### src/rtl/i2c_init_seq.sv
// i2c_init_seq: walks a fixed table of bytes, issuing one single-byte write per entry
// to i2c_master via its start/ready handshake, with an idle gap and an accept timeout.
module i2c_init_seq #(
   parameter logic [6:0]  SLAVE_ADDR     = 7'h58,
   parameter int unsigned NUM_CMDS       = 8,
   parameter int unsigned GAP_CYCLES     = 16,
   parameter int unsigned ACCEPT_TIMEOUT = 255
) (
   input  logic       clk,
   input  logic       reset,
   input  logic       go,
   input  logic       i2c_ready,
   output logic       i2c_start,
   output logic [6:0] i2c_addr,
   output logic [7:0] i2c_data,
   output logic       busy,
   output logic       done,
   output logic       error,
   output logic [2:0] index
);

   localparam int unsigned        CNT_W    = 16;
   localparam logic [2:0]         LAST_IDX = 3'(NUM_CMDS - 1);
   localparam logic [CNT_W-1:0]   GAP_LOAD = CNT_W'(GAP_CYCLES);
   localparam logic [CNT_W-1:0]   TO_LAST  = CNT_W'(ACCEPT_TIMEOUT - 1);
   localparam logic               NO_GAP   = (GAP_CYCLES == 0);

   // LOAD latches the byte; ARM waits for an idle master before raising start.
   typedef enum logic [2:0] {
      S_IDLE,
      S_LOAD,
      S_ARM,
      S_ACCEPT,
      S_XFER,
      S_GAP,
      S_DONE
   } state_t;

   state_t           state, state_n;
   logic [CNT_W-1:0] cnt, cnt_n;
   logic             start_n, busy_n, done_n, error_n;
   logic [7:0]       data_n;
   logic [2:0]       index_n;

   function automatic logic [7:0] cmd_byte(input logic [2:0] i);
      case (i)
         3'd0:    return 8'h30;
         3'd1:    return 8'h01;
         3'd2:    return 8'h30;
         3'd3:    return 8'h08;
         3'd4:    return 8'h06;
         3'd5:    return 8'h90;
         3'd6:    return 8'h08;
         default: return 8'hC0;
      endcase
   endfunction

   assign i2c_addr = SLAVE_ADDR;

   always_ff @(posedge clk or negedge reset) begin
      if (!reset) begin
         state     <= S_IDLE;
         cnt       <= '0;
         i2c_start <= 1'b0;
         i2c_data  <= '0;
         busy      <= 1'b0;
         done      <= 1'b0;
         error     <= 1'b0;
         index     <= '0;
      end else begin
         state     <= state_n;
         cnt       <= cnt_n;
         i2c_start <= start_n;
         i2c_data  <= data_n;
         busy      <= busy_n;
         done      <= done_n;
         error     <= error_n;
         index     <= index_n;
      end
   end

   always_comb begin
      state_n = state;
      cnt_n   = cnt;
      start_n = i2c_start;
      data_n  = i2c_data;
      busy_n  = busy;
      done_n  = done;
      error_n = error;
      index_n = index;

      case (state)
         S_IDLE, S_DONE: begin
            if (go) begin
               index_n = '0;
               done_n  = 1'b0;
               error_n = 1'b0;
               busy_n  = 1'b1;
               state_n = S_LOAD;
            end
         end
         S_LOAD: begin
            data_n  = cmd_byte(index);
            state_n = S_ARM;
         end
         S_ARM: begin
            if (i2c_ready) begin
               start_n = 1'b1;
               cnt_n   = '0;
               state_n = S_ACCEPT;
            end
         end
         S_ACCEPT: begin
            if (!i2c_ready) begin
               start_n = 1'b0;
               state_n = S_XFER;
            end else if (cnt == TO_LAST) begin
               start_n = 1'b0;
               error_n = 1'b1;
               done_n  = 1'b1;
               busy_n  = 1'b0;
               state_n = S_DONE;
            end else begin
               cnt_n = cnt + 1'b1;
            end
         end
         S_XFER: begin
            if (i2c_ready) begin
               if (index == LAST_IDX) begin
                  done_n  = 1'b1;
                  busy_n  = 1'b0;
                  state_n = S_DONE;
               end else begin
                  index_n = index + 1'b1;
                  cnt_n   = GAP_LOAD;
                  state_n = NO_GAP ? S_LOAD : S_GAP;
               end
            end
         end
         S_GAP: begin
            if (cnt <= CNT_W'(1)) begin
               state_n = S_LOAD;
            end else begin
               cnt_n = cnt - 1'b1;
            end
         end
         default: state_n = S_IDLE;
      endcase
   end

endmodule

### config.mk
export PLATFORM = sky130hd
export DESIGN_NAME = i2c_init_seq
export DESIGN_NICKNAME = d
export VERILOG_FILES = /design/src/rtl/i2c_init_seq.sv
export SDC_FILE = /design/constraint.sdc
export NUM_CORES = 1
export LEC_CHECK = 0
export CAP_MARGIN = 5
export CORE_MARGIN = 10
export CORE_UTILIZATION = 35
export CTS_CLUSTER_SIZE = 40
export DETAILED_ROUTE_END_ITERATION = 10
export PLACE_DENSITY = 0.55
export SKIP_LAST_GASP = 1
export SYNTH_ARGS = -nofsm -noshare
export SYNTH_HDL_FRONTEND = slang
export SYNTH_SLANG_ARGS = --single-unit
### constraint.sdc
create_clock -name clk -period 2.4 [get_ports clk]
set_input_delay 0.48 -clock clk [delete_from_list [all_inputs] [get_ports clk]]
set_output_delay 0.48 -clock clk [all_outputs]
set_load 0.05 [all_outputs]
==> out/summary.txt <==
Antenna violations before repair: 0
Setup_tns: 0 ns
Final hold viol count: 0
Pleak: 1.28 nW
Post-route ant nets: 0
Fin crit period: 2.28 ns
Sink Count: 33
Leading area contributor after synthesis: dfrtp_1
Placed Instance Area: 0.00292 sq mm
Final wirelength: 6840 um
Post-Synth Simple-Gate Area: 22.4%
Worst Skew: 0.00544 ns
Met2 WL post-DR: 3030 um
Netlist Area Pre-Place: 0.00253 sq mm
Post-synthesis cell type count: 58
Critical-path maximum fanout: 8
Post-layout nets: 346
Detailed-route DRC error count: 0
Mapped Cells: 303
Hold path startpoint: i2c_data[3]$_DFFE_PN0P_
Mean Syn Cell Area: 8.35 sq um
Metal3 WL: 489 um
Cts bufs inserted: 5
Crit end category: flop
Clock root buffer: clkbuf_8
# Max-Cap Violations: 0
Crit path launch type: flop
Post-synthesis adder-cell area fraction: 4.45%
Row count: 30
Number of global-route vias before repair: 2272
Min-Delay Path Class: flop to flop
Routed vias/inst: 5.71
Number of DRC markers in iteration 0: 213
Die width: 105 um
Synth Area in Compound Gates: 26.8%
Largest family of logic cells by synthesized area: compound AO/OA/AOI/OAI gates
Crit path DAT: 2.46 ns
Fillers: 710
CP Launch Point: cnt[10]$_DFFE_PN0P_
Final Slew Violations: 0
DR vias: 2456
Cell Count, Final, Fillers Out: 430
Worst-Margin Slew: 0.533 ns
Main flop type after synthesis: dfrtp_1
Yosys reg bits: 33
Fin worst setup slack: 0.116 ns
Hold Path Depth: 2
EDFF count, synth: 0
Largest net degree at the start of global routing: 34
Yosys warning total: 0
Final Setup Violations: 0
PwrDens: 1130 mW/mm^2
Share of post-route cells with drive strength above 1: 17.4%
Most frequent cells in the layout: buf_4, dfrtp_1, nand2_1
Max clock buf depth: 2
Worst r2r path cells: 6
Ant diodes: 0
XOR/XNOR Fraction of Synth Area: 0.693%
Gr usage total: 12.3%
Post-synthesis sequential area ratio: 32.7%
RR Startpoint: cnt[10]$_DFFE_PN0P_
First-pass GRT wire length: 11600 um
Maximum vdd drop: 0.352 mV
CTS tree: built
Clock slew at reported path FFs: 0.08 ns
Final cycle utilization of the critical path: 95.2%
Area contributors post-synth: dfrtp_1, ha_1, a21oi_1
Unrepaired setup endpoints after global routing: no
Setup WS pre-CTS: 0.0331 ns
Worst EP required: 2.58 ns
Setup Fix Bufs, Post-CTS: 0
FMAX: 438 MHz
Synth top area share: 32.7%
Initial Util: 36.6%
Slew margin rel.: 64.1%
Post-DP HPWL: 4970 um
Htree depth: 2
WHS Endpoint: i2c_data[3]$_DFFE_PN0P_
Total grt overflow: 0
PortBufs: 18
Setup Crit Path Kind: flop to flop
Die ar.: 0.0110 sq mm
R2r setup slk: 0.12 ns
Routed WL per cell: 15.9 um
Async set-reset flop share out of synthesis: 100%
Pre-antenna DRT Iters: 4
Proportion of synthesized area in mux cells: 3.02%
Top layer in use: met4
Cell area after layout: 0.00301 sq mm
Die H: 105 um
FF-to-FF End: cnt[8]$_DFFE_PN0P_
Clock Latency Late Sink: 0.29 ns
Ports: 26
Core area: 0.00691 sq mm
Most common cell after layout, fill and taps aside: buf_4
Status: complete, no violations
Area growth syn-to-layout: 19.1%
Post-placement cell count: 422
DRT met1 WL: 3240 um
Gpl congestion: 0.924
cell families (layout without fill, tap and decap cells):
group | after synthesis | after routing
simple gates | 106 | 106
fa+ha+maj | 9 | 9
flops | 33 | 33
xor+xnor | 2 | 2
mux | 7 | 7
compound gates | 95 | 95
buf+inv | 49 | 75
other cells | 2 | 7
per-layer routing:
metal,global-route usage (%),up-vias
met4,4.12,0
li1,-,1177
met2,18.5,103
met5,0,-
met3,2.95,6
met1,16.9,1170
flip-flops by register name, indices dropped and copies added, names as in the netlist:
name and flops:
busy 1, error 1, done 1, state 3, cnt 16, index 3
i2c_start 1, i2c_data 7
power by group:
part           internal (mW)  total, mW  switching [mW]  leakage (nW)
registers              0.696      0.895           0.199         0.434
clock network          0.200      0.432           0.232        0.0439
logic                  0.854       2.09            1.24         0.807
total                   1.75       3.42            1.67          1.28
how the worst max path moves through the flow:
stage | end | cells past startpoint
6_report | cnt[8]$_DFFE_PN0P_ | 6
5_1_grt | cnt[6]$_DFFE_PN0P_ | 6
4_1_cts | cnt[14]$_DFFE_PN0P_ | 6
3_5_place_dp | cnt[14]$_DFFE_PN0P_ | 6
3_3_place_gp | cnt[14]$_DFFE_PN0P_ | 6
2_1_floorplan | cnt[7]$_DFFE_PN0P_ | 8
synthesized netlist by cell type, types with 3 or more instances:
master and instances:
a21o_1 4, a21oi_1 20, a221o_1 3, a22o_1 9, a31oi_1 8, a32o_1 4
buf_4 8, buf_6 4, clkbuf_1 21, dfrtp_1 33, ha_1 9, inv_1 12
mux2_2 5, nand2_1 21, nand2b_1 4, nand3_1 9, nand3b_1 3, nand4_1 6
nor2_1 16, nor3_1 19, nor4_1 10, o211ai_1 3, o21ai_0 16, o221ai_1 4
o31ai_1 5, or3_1 4, or4_1 3
repair_timing:
item,CTS,global route
setup endpoints to repair,0,3
hold endpoints to repair,0,0
hold buffers,0,0
resized for setup,0,3
critical path, stage by stage, from the launching register on:
cell and delay, ns:
dfrtp_1 0.37, or4_1 0.54, or4_4 0.44, o32a_4 0.37, buf_4 0.16, nand2_1 0.17, o31ai_1 0.11
per-stage QoR:
stage / util (%) / hold slack (ns) / power, mW
2_1_floorplan: - / 0.184 / 2.35
3_3_place_gp: 42.3 / 0.462 / 2.97
3_5_place_dp: 42.3 / 0.470 / 2.97
4_1_cts: 43.6 / 0.488 / 3.41
5_1_grt: 43.6 / 0.497 / 3.68
6_report: 43.6 / 0.478 / 3.42
cell type report:
class,count,area (sq um),share of cell area [%]
multi-input cells,226,1480,49.0
flip-flops and latches,33,826,27.4
repair buffers,55,458,15.2
well taps,96,120,3.99
clock buffers,5,68.8,2.28
inverters,12,45.0,1.50
clock inverters,3,17.5,0.581
Note: power is estimated with default switching activity, not from simulation.
